==> src/rtl/div_share_ctrl_pkg.sv <==
`default_nettype none
// ============================================================================
// Module      : div_share_ctrl_pkg
// Description : Shared types and constants for the shared EXE-stage divider:
//               FSM state encoding, slot identifiers and the result packing.
// Revision    : 1.0 - initial release
// ============================================================================
package div_share_ctrl_pkg;

  // Operand width and width of the packed {remainder, quotient} result
  localparam int c_div_dw     = 32;
  localparam int c_div_res_wd = 2 * c_div_dw;

  // Divider scheduler states
  typedef enum logic [1:0] {
    ST_IDLE = 2'd0,
    ST_ITER = 2'd1,
    ST_FIX  = 2'd2
  } div_state_e;

  // Owner of the operation currently in the divider
  typedef enum logic {
    SLOT_1 = 1'b0,
    SLOT_2 = 1'b1
  } div_slot_e;

  // The stage bus expects the remainder (hi) above the quotient (lo)
  function automatic logic [c_div_res_wd-1:0] pack_div_res(
    input logic [c_div_dw-1:0] rem,
    input logic [c_div_dw-1:0] quo
  );
    return {rem, quo};
  endfunction

endpackage
`default_nettype wire

==> src/rtl/div_share_ctrl_iter_core.sv <==
`default_nettype none
// ============================================================================
// Module      : div_share_ctrl_iter_core
// Description : Iterative restoring divider datapath. Latches operand
//               magnitudes and result signs on load, performs one quotient
//               bit per step, and presents the sign-corrected result.
// Revision    : 1.0 - initial release
// ============================================================================
module div_share_ctrl_iter_core
  import div_share_ctrl_pkg::*;
#(
  parameter int DW = 32
) (
  input  logic            clk,
  input  logic            resetn,
  input  logic            load_i,
  input  logic            step_i,
  input  logic            signed_i,
  input  logic [DW-1:0]   dividend_i,
  input  logic [DW-1:0]   divisor_i,
  output logic [2*DW-1:0] res_o
);

  logic [DW-1:0] rem_q;   // partial remainder
  logic [DW-1:0] quo_q;   // dividend bits shift out, quotient bits shift in
  logic [DW-1:0] dsr_q;   // divisor magnitude
  logic          qneg_q;  // quotient must be negated
  logic          rneg_q;  // remainder takes a negative dividend's sign

  logic [DW-1:0] w_dvd_abs;
  logic [DW-1:0] w_dsr_abs;
  logic [DW:0]   w_trial;
  logic [DW:0]   w_diff;
  logic [DW-1:0] w_quo_fix;
  logic [DW-1:0] w_rem_fix;

  // Operand magnitudes (two's complement negation only for signed divides)
  // and the trial subtraction of one restoring step. w_diff[DW] is the borrow.
  always_comb begin
    w_dvd_abs = (signed_i && dividend_i[DW-1]) ? (-dividend_i) : dividend_i;
    w_dsr_abs = (signed_i && divisor_i[DW-1])  ? (-divisor_i)  : divisor_i;
    w_trial   = {rem_q, quo_q[DW-1]};
    w_diff    = w_trial - {1'b0, dsr_q};
  end

  // Sign correction of the finished magnitude result
  always_comb begin
    w_quo_fix = qneg_q ? (-quo_q) : quo_q;
    w_rem_fix = rneg_q ? (-rem_q) : rem_q;
    res_o     = pack_div_res(w_rem_fix, w_quo_fix);
  end

  // Operand latch on load, one restoring iteration per step
  always_ff @(posedge clk or negedge resetn) begin
    if (!resetn) begin
      rem_q  <= '0;
      quo_q  <= '0;
      dsr_q  <= '0;
      qneg_q <= 1'b0;
      rneg_q <= 1'b0;
    end else if (load_i) begin
      rem_q  <= '0;
      quo_q  <= w_dvd_abs;
      dsr_q  <= w_dsr_abs;
      qneg_q <= signed_i && (dividend_i[DW-1] ^ divisor_i[DW-1]);
      rneg_q <= signed_i && dividend_i[DW-1];
    end else if (step_i) begin
      // No borrow: keep the difference and shift in a 1 quotient bit
      rem_q <= w_diff[DW] ? w_trial[DW-1:0] : w_diff[DW-1:0];
      quo_q <= {quo_q[DW-2:0], ~w_diff[DW]};
    end
  end

endmodule
`default_nettype wire

==> src/rtl/div_share_ctrl.sv <==
`default_nettype none
// ============================================================================
// Module      : div_share_ctrl
// Description : Shares one iterative 32-bit divider between the two EXE issue
//               slots. Grants in program order, sequences the 32-step divide,
//               and holds per-slot results with sticky done flags that are
//               released when the stage advances. Flush aborts the divide.
// Revision    : 1.0 - initial release
// ============================================================================
module div_share_ctrl
  import div_share_ctrl_pkg::*;
#(
  parameter int DW    = 32,
  parameter int CNT_W = 5
) (
  input  logic            clk,
  input  logic            resetn,
  input  logic            flush,
  input  logic            es_go,
  input  logic            s1_req,
  input  logic            s1_signed,
  input  logic [DW-1:0]   s1_dividend,
  input  logic [DW-1:0]   s1_divisor,
  input  logic            s2_req,
  input  logic            s2_signed,
  input  logic [DW-1:0]   s2_dividend,
  input  logic [DW-1:0]   s2_divisor,
  output logic            s1_done,
  output logic [2*DW-1:0] s1_res,
  output logic            s2_done,
  output logic [2*DW-1:0] s2_res,
  output logic            busy
);

  localparam logic [CNT_W-1:0] c_cnt_last = CNT_W'(DW - 1);
  localparam logic [CNT_W-1:0] c_cnt_one  = CNT_W'(1);

  div_state_e      state_q;
  logic [CNT_W-1:0] cnt_q;
  div_slot_e       slot_q;
  logic            s1_done_q;
  logic            s2_done_q;
  logic [2*DW-1:0] s1_res_q;
  logic [2*DW-1:0] s2_res_q;

  logic            w_grant1;
  logic            w_grant2;
  logic            w_grant;
  logic            w_step;
  logic            w_op_signed;
  logic [DW-1:0]   w_op_dividend;
  logic [DW-1:0]   w_op_divisor;
  logic [2*DW-1:0] w_core_res;

  // Grant in program order; a slot whose result is already held is skipped,
  // and nothing is granted on a flush edge.
  always_comb begin
    w_grant1      = (state_q == ST_IDLE) && !flush && s1_req && !s1_done_q;
    w_grant2      = (state_q == ST_IDLE) && !flush && !w_grant1 && s2_req && !s2_done_q;
    w_grant       = w_grant1 || w_grant2;
    w_step        = (state_q == ST_ITER) && !flush;
    w_op_signed   = w_grant2 ? s2_signed   : s1_signed;
    w_op_dividend = w_grant2 ? s2_dividend : s1_dividend;
    w_op_divisor  = w_grant2 ? s2_divisor  : s1_divisor;
  end

  div_share_ctrl_iter_core #(
    .DW (DW)
  ) u_core (
    .clk        (clk),
    .resetn     (resetn),
    .load_i     (w_grant),
    .step_i     (w_step),
    .signed_i   (w_op_signed),
    .dividend_i (w_op_dividend),
    .divisor_i  (w_op_divisor),
    .res_o      (w_core_res)
  );

  // Scheduler FSM with done/result registers; flush overrides everything,
  // a completing slot's done set wins over an es_go release on the same edge.
  always_ff @(posedge clk or negedge resetn) begin
    if (!resetn) begin
      state_q   <= ST_IDLE;
      cnt_q     <= '0;
      slot_q    <= SLOT_1;
      s1_done_q <= 1'b0;
      s2_done_q <= 1'b0;
      s1_res_q  <= '0;
      s2_res_q  <= '0;
    end else begin
      if (es_go) begin
        s1_done_q <= 1'b0;
        s2_done_q <= 1'b0;
      end
      if (flush) begin
        state_q   <= ST_IDLE;
        cnt_q     <= '0;
        s1_done_q <= 1'b0;
        s2_done_q <= 1'b0;
      end else begin
        case (state_q)
          ST_IDLE: begin
            if (w_grant) begin
              state_q <= ST_ITER;
              cnt_q   <= '0;
              slot_q  <= w_grant2 ? SLOT_2 : SLOT_1;
            end
          end
          ST_ITER: begin
            cnt_q <= cnt_q + c_cnt_one;
            if (cnt_q == c_cnt_last) begin
              state_q <= ST_FIX;
            end
          end
          ST_FIX: begin
            if (slot_q == SLOT_1) begin
              s1_res_q  <= w_core_res;
              s1_done_q <= 1'b1;
            end else begin
              s2_res_q  <= w_core_res;
              s2_done_q <= 1'b1;
            end
            state_q <= ST_IDLE;
            cnt_q   <= '0;
          end
          default: begin
            state_q <= ST_IDLE;
            cnt_q   <= '0;
          end
        endcase
      end
    end
  end

  assign s1_done = s1_done_q;
  assign s2_done = s2_done_q;
  assign s1_res  = s1_res_q;
  assign s2_res  = s2_res_q;
  assign busy    = (state_q != ST_IDLE);

endmodule
`default_nettype wire

==> config.mk <==
export PLATFORM = sky130hd
export DESIGN_NAME = div_share_ctrl
export DESIGN_NICKNAME = d
export VERILOG_FILES = /design/src/rtl/div_share_ctrl_pkg.sv /design/src/rtl/div_share_ctrl_iter_core.sv /design/src/rtl/div_share_ctrl.sv
export SDC_FILE = /design/constraint.sdc
export NUM_CORES = 1
export LEC_CHECK = 0
export ABC_CLOCK_PERIOD_IN_PS = 4800
export BUFFER_PORTS_ARGS = -buffer_cell sky130_fd_sc_hd__buf_2
export CAP_MARGIN = 0
export CELL_PAD_IN_SITES_DETAIL_PLACEMENT = 1
export CELL_PAD_IN_SITES_GLOBAL_PLACEMENT = 2
export CORE_ASPECT_RATIO = 0.7
export CORE_MARGIN = 8
export CORE_UTILIZATION = 34
export DETAILED_ROUTE_END_ITERATION = 7
export HOLD_SLACK_MARGIN = 0.06
export PLACE_DENSITY_LB_ADDON = 0.25
export SLEW_MARGIN = 10
export SYNTH_ARGS = -nofsm -noshare
export SYNTH_HDL_FRONTEND = slang
export SYNTH_SLANG_ARGS = --single-unit
==> constraint.sdc <==
create_clock -name clk -period 4.8 [get_ports clk]
set_clock_uncertainty 0.2 [all_clocks]
set_input_delay 0.48 -clock clk [delete_from_list [all_inputs] [get_ports clk]]
set_output_delay 0.48 -clock clk [all_outputs]
set_load 0.01 [all_outputs]
Word level (Yosys, flattened, before mapping) --
Cells that the tools add are included.
Word-level totals: word-level logic and storage cells 77, bits in registers 236, input port bits 136, output and inout bits 131
Cells by class: reductions and logical operators 22, mux-type cells 28, equality and inequality tests 5, add/sub/neg operators 6, bitwise operators 4
Operators with widths (count):
- $mux 32 | 11
- $neg 32->32 | 4
- $sub 33x32->33 | 1
- $logic_and 1x1->1 | 10
- $mux 1 | 10
- $mux 5 | 2
- $pmux 5 s2 | 1
- $reduce_and 3->1 | 3
- $mux 2 | 3
- $ne 3x2->1 const B | 2
- $add 5x1->5 const B | 1
- $eq 5x5->1 const B | 1
- $logic_not 1->1 | 4
- $pmux 2 s2 | 1
- $reduce_bool 2->1 | 2
- $not 1->1 | 3
- $eq 2x1->1 const B | 1
- $eq 2x2->1 const B | 1
- $logic_not 2->1 | 1
- $reduce_and 2->1 | 1
- $logic_or 1x1->1 | 1
- $xor 1x1->1 | 1

Logic depth before layout (Yosys ltp) --
depth in word-level cells 12, gate-level depth with buffers 15, gate-level depth less buffers 12

By module --
A second synthesis with hierarchy kept.
Unflattened totals: cell total of the unflattened synthesis 1456, area, all modules 15094.5 um^2
Modules (own cells, without submodules):
- div_share_ctrl_iter_core | instances 1, area an instance 8622.0 um^2, cells an instance 1060, seq. area each 2452.4 um^2
- div_share_ctrl | instances 1, area an instance 6472.5 um^2, cells an instance 396, seq. area each 3453.3 um^2

Worst setup path after synthesis --
No wires, ideal clock.
path type reg2reg, start register s1_done_q, in the netlist s1_done, end register u_core.dsr_q[30], cell stages (with the launch flop) 16, library setup time 130 ps, path buffers 5, data required time 4470 ps, arrival 3911 ps, setup slack 558 ps, clock period less this slack 4242 ps, path through dfrtp_1 -> nand2b_1 -> nand3_1 -> clkbuf_1 -> buf_2 -> buf_1 -> buf_2 -> buf_1 -> mux2i_1 -> ha_1 -> nand4_1 -> nor2_2 -> nand4_1 -> o41ai_1 -> xnor2_1 -> o21ai_1
On the way: longest elaborated chain between the ends 9, elaborated cells on any way between the ends 12, classes of those cells 1 x add/sub; 3 x mux; 8 x reduce/logical
Ends and longest elaborated chain:
- from (decl) | line div_share_ctrl.sv:41 | logic s1_done_q;
- from (signal assigned) | line div_share_ctrl.sv:87 | s1_done_q <= 1'b0;
- from (signal assigned) | line div_share_ctrl.sv:93 | s1_done_q <= 1'b0;
- from (signal assigned) | line div_share_ctrl.sv:99 | s1_done_q <= 1'b0;
- $logic_not 1->1 (*) | line div_share_ctrl.sv:58 | w_grant1 = (state_q == ST_IDLE) && !flush && s1_req && !s1_done_q;
- $logic_and 1x1->1 (*) | line div_share_ctrl.sv:58
- $logic_not 1->1 | line div_share_ctrl.sv:59 | w_grant2 = (state_q == ST_IDLE) && !flush && !w_grant1 && s2_req && !s2_done_q;
- $logic_and 1x1->1 (3 in a row) | line div_share_ctrl.sv:59
- $mux 32 or $mux 1 (tied branches) | line div_share_ctrl.sv:64, div_share_ctrl.sv:62
- $neg 32->32 or $logic_and 1x1->1 (tied branches) | line div_share_ctrl_iter_core.sv:41 | w_dsr_abs = (signed_i && divisor_i[DW-1]) ? (-divisor_i) : divisor_i;
- $mux 32 | line div_share_ctrl_iter_core.sv:41
- to (signal assigned) | line div_share_ctrl_iter_core.sv:64 | dsr_q <= w_dsr_abs;
- to (decl) | line div_share_ctrl_iter_core.sv:26 | logic [DW-1:0] dsr_q;
Every way passes the cells marked *; elsewhere a longest branch is shown, timed or not. A chain may end at the register's enable or synchronous reset.

Final worst setup path --
start register state_q[1], end register u_core.dsr_q[30]
On the way: longest elaborated chain between the ends 11, elaborated cells on any way between the ends 14, classes of those cells 1 x add/sub; 3 x mux; 10 x reduce/logical
Ends and longest elaborated chain:
- from (decl) | line div_share_ctrl.sv:38 | div_state_e state_q;
- from (signal assigned) | line div_share_ctrl.sv:84 | state_q <= ST_IDLE;
- from (signal assigned) | line div_share_ctrl.sv:97 | state_q <= ST_IDLE;
- from (signal assigned) | line div_share_ctrl.sv:105 | state_q <= ST_ITER;
- $logic_not 2->1 (*) | line div_share_ctrl.sv:58, div_share_ctrl.sv:59
- $logic_and 1x1->1 (*) | line div_share_ctrl.sv:58, div_share_ctrl.sv:59
- $logic_and 1x1->1 (2 in a row) | line div_share_ctrl.sv:58
- $logic_not 1->1 | line div_share_ctrl.sv:59
- $logic_and 1x1->1 (3 in a row) | line div_share_ctrl.sv:59
- $mux 32 or $mux 1 (tied branches) | line div_share_ctrl.sv:64, div_share_ctrl.sv:62
- $neg 32->32 or $logic_and 1x1->1 (tied branches) | line div_share_ctrl_iter_core.sv:41
- $mux 32 | line div_share_ctrl_iter_core.sv:41
Marks and branches as above.

==> impl_metrics.toml <==
[floorplanning]
num_rows = 63
initial_utilization_pct = 34.3
die_w_um = 263
die-area_um2 = 49600
io_pins = 267
fp.dieH_um = 189
core_um2 = 42300

[layout]
seqCellArea_um2 = 5910
mostFrequentLayoutCell = "nand2_1"
drive_gt1_share_pct = 18.7
area_growth_pct = 19.7
final_nets = 2073
final_cell_mix = "nand2_1 (273), buf_2 (265), dfrtp_1 (236), o21ai_0 (188), xor2_1 (101)"
n_fill_cell = 5052
multiInputGateArea_um2 = 8140

[clocking]
postCtsSetupRepairBufs = 0
cts_max_level = 1
cts_buffers = 27
clk_latency_ps = 580
cts_tree = "built"
cts_buffer_depth = 3
path_clk_slew_ps = 70
root_buffer = "clkbuf_16"
clock-sinks = 236

[setup_path]
endpoint_kind = "flip-flop"
path_cells = "nor3_2 > nand3_4 > buf_4 > mux2i_1 > nand4_1 > nor2_2 > nand4_1 > o41ai_1 > xnor2_1 > o21ai_1"
worst-path-max-fanout = 25
cpMaxStageDelayCell = "nor3_2"
worst_path_largest_cell_delay_ps = 690
cp.buffers_inverters = 1
path_common_cell = "nand4_1"
worstPathArrival_ps = 4540
crit_family = "simple AND/OR/NAND/NOR gates"
worstSetupPathType = "flip-flop to flip-flop"
cp.required_ps = 5040
start_kind = "flip-flop"

[logic_synthesis]
synth_nets = 1846
ys_warn_count = 0
synth_cell_type_count = 76
synthTopCellsByArea = "dfrtp_1 (41%), nand2_1 (7.1%), o21ai_0 (6.5%)"
synthFlopType = "dfrtp_1"
synthArstFlopShare_pct = 100
yosys.area.top_type = "dfrtp_1"
synth-edff-count = 0
synth_area_um2 = 14500
ys_ff_latch = 236
ys_seq_area_share_pct = 40.7
synthesis.instances = 1671
netlist.area_leader.share_pct = 40.7
synth_area_per_cell_um2 = 8.68

[placed_design]
place_congestion = 0.917
dpl.hpwl_um = 43200
port_buffers = 266

[detailed_routing]
viasPerCell = 5.51
ant_nets = 0
first_pass_iters = 5
route.detailed.drc = 0
vias = 13626
drtIter0Drc = 994
drt-total-wl_um = 55300
wl_per_cell_um = 22.4

[sta]
rsz0062_at_grt = "no"
worst_slew_pin_slew_ps = 936
maxSlewViolCount = 0
fin_crit_sh_pct = 89.7
hold_viol_final = 0
fin_crit_ps = 4310
setup_violations = 0
fin_setup_tns_ps = 0
slew_headroom_pct = 37.6
hold-worst-slack_ps = 100
fmax_ghz = 0.232

[power]
p_seq_share_pct = 38.5
switching_power_mw = 2.28
peakVddDrop_mv = 0.260
pwr-share-clk_pct = 34.2
internal-power_mw = 4.05
combPwrFrac_pct = 27.3
total_power_mw = 6.33
power_density_nw_per_um2 = 364
p_sw_share_pct = 36.0
p_leak_nw = 8.51

[worst_hold_path]
worstHoldPathType = "input pin to flip-flop"

[global_routing]
antenna_found_initial = 1
grt_max_degree = 130
grt_pass1_vias = 13893
grt_first_pass_wirelength_um = 86700
grt_use_total_pct = 21.9
grt-ovfl-total = 0

[run_status]
status = "completed"

[job]
cap_violations = 0
-- registers in the layout, indices dropped and copies added (netlist names) --
signal / count
u_core.quo_q: 32
u_core.dsr_q: 32
s1_res: 64
s2_done: 1
cnt_q: 5
slot_q: 1
u_core.rem_q: 32
s2_res: 64
u_core.qneg_q: 1
u_core.rneg_q: 1
state_q: 2
s1_done: 1
-- power groups by stage --
| stage | Clock, mW | Sequential [mW] | Combinational (mW) |
|---|---|---|---|
| 2_1_floorplan | 0 | 2.34 | 1.13 |
| 3_3_place_gp | 0 | 2.45 | 1.68 |
| 3_5_place_dp | 0 | 2.46 | 1.71 |
| 4_1_cts | 2.23 | 2.43 | 1.72 |
| 5_1_grt | 2.30 | 2.46 | 1.92 |
| 6_report | 2.16 | 2.44 | 1.73 |
-- path summary, 6_finish.rpt --
path,startpoint,to,slack (ps),cells past startpoint
worst max-delay path,state_q[1]$_DFFE_PN0P_,u_core.dsr_q[30]$_DFFE_PN0N_,490,10
worst min-delay path,es_go,s1_done$_DFF_PN0_,100,4
worst max register to register,state_q[1]$_DFFE_PN0P_,u_core.dsr_q[30]$_DFFE_PN0N_,490,10
worst min register to register,s2_res[41]$_DFFE_PN0P_,s2_res[41]$_DFFE_PN0P_,270,2
max in group asynchronous,resetn,s1_res[54]$_DFFE_PN0P_,2940,3
min in group asynchronous,resetn,u_core.quo_q[24]$_DFFE_PN0P_,290,2
-- cell usage after synthesis, types with 5 or more instances --
library cell	number
nand2_1	273
dfrtp_1	236
o21ai_0	188
xor2_1	101
o21ai_1	95
mux2i_1	76
clkbuf_1	73
nor2_1	63
a21oi_1	55
inv_1	46
xnor2_1	43
nor3_1	41
ha_1	38
a22oi_1	27
nand3_1	26
o31ai_1	26
or3_1	26
or4_1	19
o41ai_1	17
nor2b_1	16
a31oi_1	11
a32oi_1	10
and3_1	10
o21a_1	10
a21o_1	9
buf_1	9
nand4_1	9
nor4_1	9
buf_2	7
nand2b_1	7
nor3b_1	7
and2_1	5
nand3b_1	5
o211ai_1	5
-- cells by family after synthesis --
family	count (synthesis)	synth area share, %
xor gates and xnor gates	144	8.69
muxes	80	5.55
DFF	236	40.7
and+or+nand+nor	541	17.8
AOI/OAI and AO/OA	496	20.3
adders and majority gates	39	3.41
buffers and inverters	135	3.55
-- worst reg2reg max path, delay by kind of cell (launching register included) --
family / cells / cell delay, ps
xor gates and xnor gates: 1 / 180
buffers and inverters: 1 / 370
and+or+nand+nor: 5 / 2130
AOI/OAI and AO/OA: 2 / 520
muxes: 1 / 300
DFF: 1 / 480
-- layout make-up --
cell class | instances | area share (%)
Antenna cell | 1 | 0.0144
Clock buffer | 34 | 4.10
Clock inverter | 16 | 1.19
Inverter | 46 | 0.994
Multi-Input combinational cell | 1300 | 46.9
Sequential cell | 236 | 34.0
Tap cell | 552 | 3.98
Timing Repair Buffer | 287 | 8.86
-- metal layers --
| metal | vias to the layer above | wire, um | track usage, % |
|---|---|---|---|
| met4 | 2 | 781 | 3.46 |
| met3 | 50 | 3500 | 4.84 |
| li1 | 6424 | - | - |
| met1 | 6800 | 29500 | 34.6 |
| met2 | 350 | 21600 | 29.9 |
| met5 | - | 13 | 0 |
-- through the flow --
step	cells	worst slack (ps)	utilization, %	instance area (um2)
after floorplan	1671	558	-	14500
after global placement	2420	623	38.9	16400
after detailed placement	2420	513	38.9	16400
after CTS	2471	559	41.1	17400
after global routing	2471	192	41.1	17400
final	2472	494	41.1	17400
-- repair_timing --
action | in CTS | in global routing
resized for setup | 0 | 0
hold buffers | 1 | 0
endpoints found under the hold margin | 80 | 0
endpoints found under the setup margin | 0 | 0
No activity file was read; power rests on OpenSTA's default activity.
